<file path="src/rtl/vector_requester_pkg.sv">
`default_nettype none
// +----------------------------------------------------------------------------+
// | vector_requester_pkg : shared types, default widths and expected-value      |
// |                        helpers for the vector requester                     |
// | Revision : 1.0                                                              |
// +----------------------------------------------------------------------------+
package vector_requester_pkg;

    localparam int c_data_w = 128;
    localparam int c_cnt_w  = 16;

    typedef enum logic [1:0] {
        ST_IDLE  = 2'd0,
        ST_RUN   = 2'd1,
        ST_DRAIN = 2'd2,
        ST_DONE  = 2'd3
    } state_t;

    function automatic logic [c_data_w-1:0] exp_meth(input logic [c_data_w-1:0] base,
                                                      input logic [c_data_w-1:0] idx);
        return base + idx;
    endfunction

    function automatic logic [c_data_w-1:0] exp_v(input logic [c_data_w-1:0] base,
                                                   input logic [c_data_w-1:0] idx);
        return base ^ idx;
    endfunction

endpackage
`default_nettype wire

</file>
<file path="src/rtl/vector_requester_if.sv">
`default_nettype none
// +----------------------------------------------------------------------------+
// | vector_requester_if : start / say / heard handshakes and status signals     |
// | Revision : 1.0                                                              |
// +----------------------------------------------------------------------------+
interface vector_requester_if
    import vector_requester_pkg::*;
#(
    parameter int DATA_W = c_data_w,
    parameter int CNT_W  = c_cnt_w
);

    logic              start__ENA;
    logic [CNT_W-1:0]  start_count;
    logic [DATA_W-1:0] start_base;
    logic              start__RDY;

    logic              say__ENA;
    logic [DATA_W-1:0] say_meth;
    logic [DATA_W-1:0] say_v;
    logic              say__RDY;

    logic              heard__ENA;
    logic [DATA_W-1:0] heard_meth;
    logic [DATA_W-1:0] heard_v;
    logic              heard__RDY;

    logic              busy;
    logic              done;
    logic [CNT_W-1:0]  rx_count;
    logic [CNT_W-1:0]  err_count;
    logic              timeout;

    // master: the requester itself; slave: whoever drives start and plays responder
    modport master (
        input  start__ENA, start_count, start_base, say__RDY, heard__ENA, heard_meth, heard_v,
        output start__RDY, say__ENA, say_meth, say_v, heard__RDY,
               busy, done, rx_count, err_count, timeout
    );

    modport slave (
        output start__ENA, start_count, start_base, say__RDY, heard__ENA, heard_meth, heard_v,
        input  start__RDY, say__ENA, say_meth, say_v, heard__RDY,
               busy, done, rx_count, err_count, timeout
    );

endinterface
`default_nettype wire

</file>
<file path="src/rtl/vector_requester_credit.sv">
`default_nettype none
// +----------------------------------------------------------------------------+
// | vector_requester_credit : up/down count of says awaiting heard              |
// | Revision : 1.0                                                              |
// +----------------------------------------------------------------------------+
module vector_requester_credit #(
    parameter int MAX_OUT = 4
) (
    input  logic clk,
    input  logic rst_n,
    input  logic inc,
    input  logic dec,
    input  logic clear,
    output logic full,
    output logic empty
);

    localparam int c_cnt_w = 4;

    logic [c_cnt_w-1:0] r_count;

    always_ff @(posedge clk or negedge rst_n) begin
        if (!rst_n) begin
            r_count <= '0;
        end else if (clear) begin
            r_count <= '0;
        end else if (inc && !dec) begin
            r_count <= r_count + c_cnt_w'(1);
        end else if (dec && !inc) begin
            r_count <= r_count - c_cnt_w'(1);
        end
    end

    assign full  = (r_count == c_cnt_w'(MAX_OUT));
    assign empty = (r_count == '0);

endmodule
`default_nettype wire

</file>
<file path="src/rtl/vector_requester.sv">
`default_nettype none
// +----------------------------------------------------------------------------+
// | vector_requester : burst traffic source and in-order checker for a vector   |
// |                    responder; VECTOR_REQUESTER_TIMEOUT_EN adds a watchdog   |
// | Revision : 1.0                                                              |
// +----------------------------------------------------------------------------+
module vector_requester
    import vector_requester_pkg::*;
#(
    parameter int DATA_W      = c_data_w,
    parameter int CNT_W       = c_cnt_w,
    parameter int MAX_OUT     = 4,
    parameter int TIMEOUT_CYC = 1024
) (
    input  logic               CLK,
    input  logic               nRST,
    vector_requester_if.master bus
);

    state_t            r_state;
    state_t            w_state_nxt;
    logic [CNT_W-1:0]  r_count;
    logic [DATA_W-1:0] r_base;
    logic [CNT_W-1:0]  r_tx_idx;
    logic [CNT_W-1:0]  r_rx_idx;
    logic [CNT_W-1:0]  r_rx_count;
    logic [CNT_W-1:0]  r_err_count;

    logic w_start_fire;
    logic w_say_fire;
    logic w_heard_valid;
    logic w_unsolicited;
    logic w_match;
    logic w_err_evt;
    logic w_last_say;
    logic w_full;
    logic w_empty;
    logic w_busy;
    logic w_to_hit;

    generate
        if (MAX_OUT < 1 || MAX_OUT > 15) begin : g_chk_max_out
            $error("vector_requester: MAX_OUT must be within 1..15");
        end
        if (TIMEOUT_CYC < 1) begin : g_chk_timeout
            $error("vector_requester: TIMEOUT_CYC must be positive");
        end
    endgenerate

    assign bus.start__RDY = (r_state == ST_IDLE) || (r_state == ST_DONE);
    assign bus.say__ENA   = (r_state == ST_RUN) && !w_full;
    assign bus.heard__RDY = 1'b1;
    assign w_busy         = (r_state == ST_RUN) || (r_state == ST_DRAIN);
    assign bus.busy       = w_busy;
    assign bus.done       = (r_state == ST_DONE);
    assign bus.rx_count   = r_rx_count;
    assign bus.err_count  = r_err_count;

    assign bus.say_meth = DATA_W'(exp_meth(c_data_w'(r_base), c_data_w'(r_tx_idx)));
    assign bus.say_v    = DATA_W'(exp_v(c_data_w'(r_base), c_data_w'(r_tx_idx)));

    assign w_start_fire  = bus.start__ENA && bus.start__RDY;
    assign w_say_fire    = bus.say__ENA && bus.say__RDY;
    // heard__RDY is constant 1, so heard__ENA alone is a fire
    assign w_heard_valid = bus.heard__ENA && !w_empty;
    assign w_unsolicited = bus.heard__ENA && w_empty;
    assign w_match       = (bus.heard_meth == DATA_W'(exp_meth(c_data_w'(r_base), c_data_w'(r_rx_idx))))
                        && (bus.heard_v == DATA_W'(exp_v(c_data_w'(r_base), c_data_w'(r_rx_idx))));
    assign w_err_evt     = (w_heard_valid && !w_match) || w_unsolicited || w_to_hit;
    assign w_last_say    = ((r_tx_idx + CNT_W'(1)) == r_count);

    vector_requester_credit #(
        .MAX_OUT (MAX_OUT)
    ) u_credit (
        .clk   (CLK),
        .rst_n (nRST),
        .inc   (w_say_fire),
        .dec   (w_heard_valid),
        .clear (w_start_fire || w_to_hit),
        .full  (w_full),
        .empty (w_empty)
    );

    always_ff @(posedge CLK or negedge nRST) begin
        if (!nRST) begin
            r_state <= ST_IDLE;
        end else begin
            r_state <= w_state_nxt;
        end
    end

    always_comb begin
        w_state_nxt = r_state;
        case (r_state)
            ST_IDLE, ST_DONE: begin
                if (w_start_fire) begin
                    w_state_nxt = (bus.start_count == '0) ? ST_DONE : ST_RUN;
                end
            end
            ST_RUN: begin
                if (w_say_fire && w_last_say) begin
                    w_state_nxt = ST_DRAIN;
                end
            end
            ST_DRAIN: begin
                if (w_empty) begin
                    w_state_nxt = ST_DONE;
                end
            end
            default: w_state_nxt = ST_IDLE;
        endcase
        if (w_to_hit) begin
            w_state_nxt = ST_DONE;
        end
    end

    always_ff @(posedge CLK or negedge nRST) begin
        if (!nRST) begin
            r_count     <= '0;
            r_base      <= '0;
            r_tx_idx    <= '0;
            r_rx_idx    <= '0;
            r_rx_count  <= '0;
            r_err_count <= '0;
        end else if (w_start_fire) begin
            r_count     <= bus.start_count;
            r_base      <= bus.start_base;
            r_tx_idx    <= '0;
            r_rx_idx    <= '0;
            r_rx_count  <= '0;
            r_err_count <= '0;
        end else begin
            if (w_say_fire) begin
                r_tx_idx <= r_tx_idx + CNT_W'(1);
            end
            if (w_heard_valid) begin
                r_rx_idx <= r_rx_idx + CNT_W'(1);
            end
            if (w_heard_valid && w_match && (r_rx_count != '1)) begin
                r_rx_count <= r_rx_count + CNT_W'(1);
            end
            if (w_err_evt && (r_err_count != '1)) begin
                r_err_count <= r_err_count + CNT_W'(1);
            end
        end
    end

`ifdef VECTOR_REQUESTER_TIMEOUT_EN
    localparam int c_stall_w = $clog2(TIMEOUT_CYC + 1);

    logic [c_stall_w-1:0] r_stall;
    logic                 r_timeout;

    always_ff @(posedge CLK or negedge nRST) begin
        if (!nRST) begin
            r_stall <= '0;
        end else if (w_start_fire || bus.heard__ENA || w_to_hit) begin
            r_stall <= '0;
        end else if (w_busy && !w_empty) begin
            r_stall <= r_stall + c_stall_w'(1);
        end
    end

    always_ff @(posedge CLK or negedge nRST) begin
        if (!nRST) begin
            r_timeout <= 1'b0;
        end else if (w_start_fire) begin
            r_timeout <= 1'b0;
        end else if (w_to_hit) begin
            r_timeout <= 1'b1;
        end
    end

    // a heard arriving on the limit cycle rescues the burst
    assign w_to_hit    = w_busy && (r_stall == c_stall_w'(TIMEOUT_CYC)) && !bus.heard__ENA;
    assign bus.timeout = r_timeout;
`else
    assign w_to_hit    = 1'b0;
    assign bus.timeout = 1'b0;
`endif

endmodule
`default_nettype wire
</file>
<file path="src/flat_wrapper.sv">
// flat-port wrapper written by rule: the top's interface ports become plain ports
module vector_requester_flat import vector_requester_pkg::*;
#(
    parameter int DATA_W      = c_data_w,
    parameter int CNT_W       = c_cnt_w,
    parameter int MAX_OUT     = 4,
    parameter int TIMEOUT_CYC = 1024
)
  (CLK, nRST, bus_start__ENA, bus_start_count, bus_start_base, bus_say__RDY, bus_heard__ENA, bus_heard_meth, bus_heard_v, bus_start__RDY, bus_say__ENA, bus_say_meth, bus_say_v, bus_heard__RDY, bus_busy, bus_done, bus_rx_count, bus_err_count, bus_timeout);
  vector_requester_if #(.DATA_W(DATA_W), .CNT_W(CNT_W)) bus_i ();
  input  logic CLK;
  input  logic nRST;
  input wire logic [$bits(bus_i.start__ENA)-1:0] bus_start__ENA;
  input wire logic [$bits(bus_i.start_count)-1:0] bus_start_count;
  input wire logic [$bits(bus_i.start_base)-1:0] bus_start_base;
  input wire logic [$bits(bus_i.say__RDY)-1:0] bus_say__RDY;
  input wire logic [$bits(bus_i.heard__ENA)-1:0] bus_heard__ENA;
  input wire logic [$bits(bus_i.heard_meth)-1:0] bus_heard_meth;
  input wire logic [$bits(bus_i.heard_v)-1:0] bus_heard_v;
  output wire logic [$bits(bus_i.start__RDY)-1:0] bus_start__RDY;
  output wire logic [$bits(bus_i.say__ENA)-1:0] bus_say__ENA;
  output wire logic [$bits(bus_i.say_meth)-1:0] bus_say_meth;
  output wire logic [$bits(bus_i.say_v)-1:0] bus_say_v;
  output wire logic [$bits(bus_i.heard__RDY)-1:0] bus_heard__RDY;
  output wire logic [$bits(bus_i.busy)-1:0] bus_busy;
  output wire logic [$bits(bus_i.done)-1:0] bus_done;
  output wire logic [$bits(bus_i.rx_count)-1:0] bus_rx_count;
  output wire logic [$bits(bus_i.err_count)-1:0] bus_err_count;
  output wire logic [$bits(bus_i.timeout)-1:0] bus_timeout;
  assign bus_i.start__ENA = bus_start__ENA;
  assign bus_i.start_count = bus_start_count;
  assign bus_i.start_base = bus_start_base;
  assign bus_i.say__RDY = bus_say__RDY;
  assign bus_i.heard__ENA = bus_heard__ENA;
  assign bus_i.heard_meth = bus_heard_meth;
  assign bus_i.heard_v = bus_heard_v;
  assign bus_start__RDY = bus_i.start__RDY;
  assign bus_say__ENA = bus_i.say__ENA;
  assign bus_say_meth = bus_i.say_meth;
  assign bus_say_v = bus_i.say_v;
  assign bus_heard__RDY = bus_i.heard__RDY;
  assign bus_busy = bus_i.busy;
  assign bus_done = bus_i.done;
  assign bus_rx_count = bus_i.rx_count;
  assign bus_err_count = bus_i.err_count;
  assign bus_timeout = bus_i.timeout;
  vector_requester #(.DATA_W(DATA_W), .CNT_W(CNT_W), .MAX_OUT(MAX_OUT), .TIMEOUT_CYC(TIMEOUT_CYC)) u_core (.CLK(CLK), .nRST(nRST), .bus(bus_i));
endmodule
</file>
<file path="config.mk">
export PLATFORM = sky130hd
export DESIGN_NAME = vector_requester_flat
export DESIGN_NICKNAME = d
export VERILOG_FILES = /design/src/rtl/vector_requester_pkg.sv /design/src/rtl/vector_requester_if.sv /design/src/rtl/vector_requester_credit.sv /design/src/rtl/vector_requester.sv /design/src/flat_wrapper.sv
export SDC_FILE = /design/constraint.sdc
export NUM_CORES = 1
export LEC_CHECK = 0
export BUFFER_PORTS_ARGS = -buffer_cell sky130_fd_sc_hd__buf_4
export CAP_MARGIN = 20
export CORE_AREA = 10 10 264 266
export CTS_BUF_LIST = sky130_fd_sc_hd__clkbuf_16
export CTS_CLUSTER_SIZE = 24
export DETAILED_ROUTE_END_ITERATION = 6
export DIE_AREA = 0 0 274 276
export SYNTH_ARGS = -nofsm -noshare
export SYNTH_HDL_FRONTEND = slang
export SYNTH_HIERARCHICAL = 1
export SYNTH_SLANG_ARGS = --single-unit
</file>
<file path="constraint.sdc">
create_clock -name CLK -period 4.75 [get_ports CLK]
set_input_delay 0.475 -clock CLK [delete_from_list [all_inputs] [get_ports CLK]]
set_output_delay 0.475 -clock CLK [all_outputs]
set_load 0.02 [all_outputs]
</file>
# [Word-level counts from Yosys, hierarchy flattened]
# Index checks and enable logic that the tools add are counted.
[totals] register_bits=214 in_bits=405 out_inout_bits=294 word_cells=77
[classes] addsub=8 eq_ne=12 n_mux=16 bitwise=2 reduce_logical=31
[op_table] op="$add 128x16->128" n=2
[op_table] op="$eq 128x128->1" n=2
[op_table] op="$xor 128x16->128" n=2
[op_table] op="$mux 16" n=8
[op_table] op="$add 16x1->16 const B" n=4
[op_table] op="$ne 16x16->1 const B" n=2
[op_table] op="$eq 16x16->1" n=1
[op_table] op="$logic_not 16->1" n=1
[op_table] op="$logic_and 1x1->1" n=13
[op_table] op="$mux 4" n=3
[op_table] op="$mux 2" n=4
[op_table] op="$reduce_bool 2->1" n=4
[op_table] op="$pmux 2 s3" n=1
[op_table] op="$logic_not 1->1" n=5
[op_table] op="$add 4x1->4 const B" n=1
[op_table] op="$eq 2x2->1 const B" n=2
[op_table] op="$eq 4x3->1 const B" n=1
[op_table] op="$logic_not 4->1" n=1
[op_table] op="$ne 2x2->1 const B" n=2
[op_table] op="$sub 4x1->4 const B" n=1
[op_table] op="$logic_or 1x1->1" n=3
[op_table] op="$reduce_and 3->1" n=1
[op_table] op="$reduce_bool 3->1" n=1
[op_table] op="$eq 2x1->1 const B" n=1
[op_table] op="other kinds (3)" n=3

# [Logic depth before layout (Yosys ltp)]
# Gate-level depths: netlist of run 1.
[logic_depth] ltp_word=9 depth_mapped=17 mapped_depth_nobuf=15

# [By module]
# Netlist of run 1, hierarchy kept.
[modules_own_cells] module="vector_requester" n_inst=1 cells_per_inst=2789 area_per_inst_um2=20828.7 seq_area_each_um2=5255.0
[modules_own_cells] module="vector_requester_credit" n_inst=1 cells_per_inst=32 area_per_inst_um2=291.5 seq_area_each_um2=100.1

# [Least setup slack after synthesis of run 1]
# No wires, ideal clock.
[synth_path] kind="register to output" from="reg u_core.r_tx_idx[0]" to="out bus_say_meth[86]" t_arrival_ps=3936 slack_ps=339 path_stages_with_launch=16 path_cell_list="dfrtp_1 ha_1 inv_1 fa_1 nor2b_1 o21ai_0 a21boi_0 o21ai_0 a21boi_0 o21bai_1 a2111oi_0 o21a_1 o21a_1 o21bai_1 or4_1 xnor2_1"
[synth_via] elab_chain_cells=1
[synth_rtl] element="start, declared" line_no="vector_requester.sv:24" source="logic [CNT_W-1:0] r_tx_idx;"
[synth_rtl] element="start signal, assigned" line_no="vector_requester.sv:134" source="r_tx_idx <= r_tx_idx + CNT_W'(1);"
[synth_rtl] element="$add 128x16->128" line_no="vector_requester_pkg.sv:21" source="return base + idx;"
[synth_rtl] element="end, declared" line_no="flat_wrapper.sv:22" source="output wire logic [$bits(bus_i.say_meth)-1:0] bus_say_meth;"
# No other way between the ends.

# [Worst setup path after layout of run 1]
[layout_path] from="reg u_core.r_base[0]" to="out bus_say_meth[58]"
[layout_via] elab_chain_cells=1
[layout_rtl] element="start, declared" line_no="vector_requester.sv:23" source="logic [DATA_W-1:0] r_base;"
[layout_rtl] element="start signal, assigned" line_no="vector_requester.sv:127" source="r_base <= bus.start_base;"
[layout_rtl] element="$add 128x16->128" line_no="vector_requester_pkg.sv:21"
# No other way between the ends.

==> impl_summary.txt, run 1 <==
----------------------------------------------------
[Global routing]
  Total congestion overflow ... 0
  Number of antenna violations at the first check in global routing ... 26
  Number of global-route vias before repair ... 25.91k
  Largest net degree at the start of global routing ... 104
  Total GRT Usage ... 0.3798
  First-pass GRT wire length ... 205600 um

[Logic synthesis]
  Number of nets in the synthesized netlist ... between 3k and 4k
  Ranking of synthesized cells by instance count ... 577 x nand2_1, 273 x xor2_1, 214 x dfrtp_1, 210 x xnor2_1, 192 x nor2_1
  Library cell occupying the most area in the post-synthesis netlist ... dfrtp_1
  Fraction of synthesized cell area taken by the top area cell type ... 0.2536
  Leading cell type by number of instances after synthesis ... nand2_1
  Number of flops mapped to enable cells by yosys ... 0
  Number of warnings issued by yosys ... 6
  Count of mapped cells out of synthesis ... 2821
  Netlist area before placement ... ~21000 um^2
  Fraction of the yosys area taken by sequential cells ... 0.2536
  Share of async-settable or async-resettable flops after synthesis ... 1.000
  Average footprint of a synthesized cell ... 7.487 um^2
  Cell types with the largest area share after synthesis ... dfrtp_1 25%, xor2_1 11%, nand2_1 10%
  Flip-flop cell with the highest count after synthesis ... dfrtp_1
  Yosys cell types ... 85
  Post-synthesis register bit count ... 214

[Clock tree]
  CTS Buffer Depth ... 3
  H-Tree Level Count ... 1
  TritonCTS clock tree ... built
  Clock insertion delay at the later pin of the skew report ... 630 ps
  Root buf cell ... clkbuf_16
  Clk slew on worst S/H paths ... 60 ps
  Total clock sinks ... about 210
  CTS buffer count ... 29

[Layout]
  Area Growth Syn to Fin ... 53.06%
  Filler Cell Count ... 6452
  Finished Layout Cells ... 4699
  Fraction of final layout cells with drive strength greater than 1 ... 0.3883
  Net total in the final layout ... 4257
  End-of-flow core utilization ... 0.5042
  Seq. cell area ... approximately 5400 um^2
  Cell area after layout ... between 30000 and 40000 um^2
  Area of the multi-input gates ... 14860 um^2

[Pwr]
  Total design power ... 18.69 mW
  Cell leakage power ... about 15 nW
  Peak ir drop on the vdd network ... around 640 uV
  P_sw ... 10.05 mW
  Relative contribution of combinational cells to total power ... 0.697
  Power density of the placed cells ... a little under 600 nW/um^2
  Power share of the clock group ... 0.122
  Switching Fraction ... 0.5378
  Internal power consumption ... 8.639 mW
  Flop pwr share ... 0.180

[STA]
  Crit path setup slack, layout ... -222.4 ps
  Final period demand of the worst path ... 4972 ps
  Relative max-transition margin ... 0.3264
  Setup tns final ... -3508 ps
  Final count of negative-setup-slack endpoints ... 42
  Number of hold violations in the final report ... 0
  Hold Worst Slack ... 36.66 ps
  Maximum achievable frequency ... 201.1 MHz
  Slew @ Worst Pin ... 1001 ps
  Final slew viol count ... 0
  Period utilisation layout ... 1.047
  Final clock skew ... 13.39 ps
  Setup repair after global routing missed its margin ... true

[Floorplanning]
  DIE HEIGHT ... 276 um
  Initial cell density of the core ... 0.3294
  Placeable Area ... 64120 um^2
  I/O pin count ... ~700
  Standard-cell rows ... 93
  Floorplan die width ... 274 um
  Area enclosed by the die boundary ... 75620 um^2

[Route]
  Post-route DRC ... 0
  Detail-routed net length per standard cell ... roughly 32 um
  Number of vias in the routed layout ... ~26k
  First-pass detailed-route iteration total ... 6
  Number of routed nets with antenna violations ... 0
  Via-to-Cell Ratio ... 5.585
  DRT Wirelength ... approximately 150000 um
  Detailed router's first-iteration violation count ... 2795

[Placement]
  Placed Area ... 29950 um^2
  Placed wire-length estimate after detailed placement ... 128000 um
  Post-Place Setup Slack ... -245.6 ps
  Final weighted congestion in routability-driven placement ... 1.105
  Port-buffer cells ... 696
  Number of placed cells counting well taps ... 4597

[Worst setup path]
  Data required time of the worst path ... 4280 ps
  Critical path arrival ... 4500 ps
  CP Launch Type ... flip-flop
  Maximum fanout count along the critical path ... 5
  Classification of the worst setup path ... flip-flop to primary output
  Endpoint class of the critical path ... primary output

[Job]
  Count of maximum capacitance violations ... 0

[Min path]
  Class of the tightest hold or removal check ... input port to flip-flop

[Run status]
  Outcome ... finished with violations
  Violations in the final reports ... setup timing

----------------------------------------------------
metal layers:
metal / wire, um / up-vias / track usage / share of wire
met4: 11080 / 20 / 0.2396 / 0.073
met3: 15620 / 393 / 0.1203 / 0.10
met1: 56880 / 12760 / 0.4395 / 0.37
li1: - / 11580 / - / -
met2: 68410 / 1492 / 0.5994 / 0.45
met5: 126 / - / 0 / 0.00083
registers in the layout (all words and copies together), names as in the netlist:
register	cells
u_core/r_state	2
u_core/r_tx_idx	16
u_core/bus.rx_count	16
u_core/r_count	16
u_core/r_rx_idx	16
u_core/bus.err_count	16
u_core/r_base	128
u_core/u_credit/r_count	4
power groups by stage:
stage	sequential [mW]	combinational (mW)	clock, mW
3_3_place_gp	3.32	12.5	0
5_1_grt	3.43	13.5	2.36
4_1_cts	3.31	12.6	2.31
2_1_floorplan	2.84	6.95	0
6_report	3.37	13.0	2.29
3_5_place_dp	3.33	12.5	0
logic make-up after synthesis:
kind of cell,Yosys count,share of synthesized area
other cells,2,0.0003556
fa+ha+maj,45,0.02773
mux,20,0.009715
simple gates,1381,0.3236
flops,214,0.2536
xor+xnor,484,0.2014
buf+inv,365,0.09005
compound gates,310,0.09360
cells in the final DEF (no fill, tap or decap), types with 17 or more instances in the layout:
master	instances
a21oi_1	98
buf_6	17
o31ai_1	22
nor3_1	50
and3_1	35
or4_1	29
nand4_1	116
xnor2_1	206
nor4_1	78
buf_4	1235
ha_1	27
dfrtp_1	209
nor3_4	18
o21ai_0	49
clkbuf_16	29
or3_1	27
nand2b_1	20
nor2_1	170
and4_1	23
inv_1	44
nand2_1	576
xor2_1	267
nand3_1	107
final cells by class:
| type | count | share of cell area |
|---|---|---|
| well taps | 855 | 0.03309 |
| inverters | 47 | 0.005612 |
| repair buffers | 1272 | 0.3051 |
| multi-input cells | 2243 | 0.4597 |
| diodes | 14 | 0.001084 |
| flip-flops and latches | 214 | 0.1659 |
| clock buffers | 29 | 0.02245 |
| clock inverters | 25 | 0.007044 |
critical path: stages, from the launching register on:
cell       delay, ps
dfrtp_1          360
buf_6            110
ha_4             120
inv_2             30
fa_2             360
nor2b_2          150
o21ai_2           90
a21boi_2         180
o21ai_2           80
a21boi_2         190
o21bai_2         110
a2111oi_4        420
o21a_1           230
o21a_1           190
buf_12           150
o2111ai_4        130
buf_12           200
buf_16           170
and3b_1          250
xor2_1           170
buf_4            170
what timing repair did:
item / in CTS / in global routing
setup endpoints to repair: 109 / 102
setup buffers: 14 / 22
pin swaps: 41 / 67
resized for setup: 99 / 120
hold buffers: 1 / 0
cloned: 4 / 0
hold endpoints to repair: 101 / 0
path summary, 6_finish.rpt:
path | startpoint | endpoint | slack [ps] | depth (start not counted)
worst max-delay path | u_core/r_base[0] | bus_say_meth[58] | -220 | 20
worst min-delay path | bus_start_base[123] | u_core/r_base[123] | 40 | 3
worst max register to register | u_core/r_base[30] | u_core/bus.err_count[7] | 100 | 17
worst min register to register | u_core/r_count[0] | u_core/r_count[0] | 490 | 2
max in group asynchronous | nRST | u_core/r_base[107] | 3120 | 3
min in group asynchronous | nRST | u_core/bus.err_count[10] | 470 | 2
(Power assumes the default switching activity.)
==> run 2, diff against run 1 <==
- PLACE_DENSITY: default -> 0.67
==> run 2 against run 1 <==
  * Critical path type unchanged
  * Cell count decreased by 0.62%
  * First-iteration DRC count increased by 11%
  * The flow still finishes with violations (setup timing)
  * Sequential share of layout area increased by 0.30 points
==> impl_summary.txt, run 2 (synthesized netlist as in run 1, its figures left out) <==
----------------------------------------------------
[Run status]
  Outcome ... finished with violations
  Violations in the final reports ... setup timing

[Floorplanning]
  Standard-cell rows ... 93
  Initial cell density of the core ... 0.3294
  I/O pin count ... 699
  DIE HEIGHT ... approximately 280 um
  Area enclosed by the die boundary ... 75620 um^2
  Placeable Area ... 64120 um^2
  Floorplan die width ... 274 um

[Clock tree]
  H-Tree Level Count ... 1
  CTS Buffer Depth ... 3
  CTS buffer count ... 28
  Root buf cell ... clkbuf_16
  Total clock sinks ... roughly 210
  TritonCTS clock tree ... built
  Clk slew on worst S/H paths ... 60 ps
  Clock insertion delay at the later pin of the skew report ... 600 ps

[Global routing]
  First-pass GRT wire length ... 202700 um
  Total congestion overflow ... 0
  Number of antenna violations at the first check in global routing ... 32
  Total GRT Usage ... 0.3738
  Largest net degree at the start of global routing ... 97
  Number of global-route vias before repair ... 26.09k

[STA]
  Final clock skew ... 25.26 ps
  Final count of negative-setup-slack endpoints ... 13
  Final period demand of the worst path ... slightly below 5000 ps
  Maximum achievable frequency ... 206.6 MHz
  Slew @ Worst Pin ... approximately 1300 ps
  Crit path setup slack, layout ... -90.41 ps
  Final slew viol count ... 0
  Setup repair after global routing missed its margin ... true
  Period utilisation layout ... 1.019
  Relative max-transition margin ... 0.1533
  Setup tns final ... -473.8 ps
  Hold Worst Slack ... a little over 60 ps
  Number of hold violations in the final report ... 0

[Worst setup path]
  Maximum fanout count along the critical path ... 8
  Critical path arrival ... 4370 ps
  Endpoint class of the critical path ... primary output
  Classification of the worst setup path ... flip-flop to primary output
  Data required time of the worst path ... 4280 ps
  Number of cells on the worst reg-to-reg path ... 14
  CP Launch Type ... flip-flop

[Layout]
  Area of the multi-input gates ... around 15000 um^2
  Area Growth Syn to Fin ... 50.22%
  Top register by number of flip-flops ... u_core/r_base
  End-of-flow core utilization ... 0.4949
  Max FFs per register ... 128
  Filler Cell Count ... 6380
  Net total in the final layout ... about 4.2k
  Most common cell after layout, fill and taps aside ... buf_4
  Seq. cell area ... 5359 um^2
  Commonest non-fill, non-tap cells in the layout ... 1222 x buf_4, 575 x nand2_1, 270 x xor2_1
  Fraction of final layout cells with drive strength greater than 1 ... 0.3777

[Route]
  Number of routed nets with antenna violations ... 0
  First-pass detailed-route iteration total ... 6
  DRT Wirelength ... 149600 um
  Detailed router's first-iteration violation count ... 3108
  Via-to-Cell Ratio ... 5.706
  Detail-routed net length per standard cell ... 32.03 um
  Post-route DRC ... 0
  Number of vias in the routed layout ... 26.65k

[Job]
  Count of maximum capacitance violations ... 0

[Min path]
  Class of the tightest hold or removal check ... input port to flip-flop
  Hold path depth ... 3

[Placement]
  Post-Place Setup Slack ... -443.3 ps
  Placed wire-length estimate after detailed placement ... approximately 130000 um
  Port-buffer cells ... 696
  Final weighted congestion in routability-driven placement ... 1.159

[Pwr]
  Power density of the placed cells ... 575.8 nW/um^2
  Cell leakage power ... 14.94 nW
  Peak ir drop on the vdd network ... 884.5 uV

----------------------------------------------------
run 2: changes by cell type in the layout (fill, tap and decap cells not counted), moves of 4 or more:
cell | before | now
buf_4 | 1235 | 1222
buf_6 | 17 | 12
ha_4 | 14 | 0
inv_1 | 44 | 48
clkinv_2 | 10 | 3
nor2_1 | 170 | 176
ha_2 | 1 | 8
nor2_2 | 6 | 1
ha_1 | 27 | 34
buf_12 | 16 | 11
run 2: layout make-up:
type,count,area share
multi-input combinational,2242,0.4601
timing repair buffer,1251,0.3040
sequential,214,0.1689
tap,855,0.03372
clock buffer,29,0.02287
inverter,47,0.005718
clock inverter,19,0.003628
antenna,13,0.001025
run 2: critical path, stage by stage, from the launching register on:
cell and delay (ps):
dfrtp_1 370, ha_2 200, inv_2 40, fa_2 330, nor2b_1 110, o21ai_1 90
a21boi_1 250, o21ai_2 100, a21boi_2 190, o21bai_1 120, a2111oi_2 300, buf_4 170
o21a_1 130, o21a_1 160, buf_12 140, o2111ai_4 130, buf_12 200, buf_12 160
and3b_1 230, xor2_1 160, buf_4 160
run 2: routing by layer:
layer  up-vias  routed length, um  global-route usage
met1     12770              53310              0.4241
met3       515              17230              0.1229
met4        34              11980              0.2446
met5         -                240                   0
li1      11530                  -                   -
met2      1797              66820              0.5927
run 2: what timing repair did:
item | 4_1_cts | 5_1_grt
buffers inserted | 7 | 12
pin swaps | 16 | 59
setup endpoints to repair | 114 | 98
hold buffers | 1 | 0
gates cloned | 1 | 1
gates resized for setup | 55 | 118
endpoints found under the hold margin | 81 | 0
run 2: worst paths after layout:
path | startpoint | endpoint | slack [ps]
hold / removal | bus_start_base[31] | u_core/r_base[31] | 60
min in group asynchronous | nRST | u_core/bus.err_count[13] | 440
setup / recovery | u_core/r_base[0] | bus_say_meth[58] | -90
max in group asynchronous | nRST | u_core/r_base[4] | 3170
hold reg to reg | u_core/r_count[3] | u_core/r_count[3] | 490
setup reg to reg | u_core/r_base[71] | u_core/bus.err_count[8] | 50
run 2: through the flow:
step,cells,total power [mW],cell area [um^2]
6_report,4670,18.27,31730
4_1_cts,4644,17.87,31020
3_3_place_gp,4587,15.66,29850
5_1_grt,4665,18.88,31720
3_5_place_dp,4587,15.72,29850
2_1_floorplan,2821,9.790,21120
run 2: where the power goes:
group	switching (mW)	internal, mW
logic	8.14	4.72
registers	0.880	2.47
clock network	0.912	1.14
total	9.93	8.33
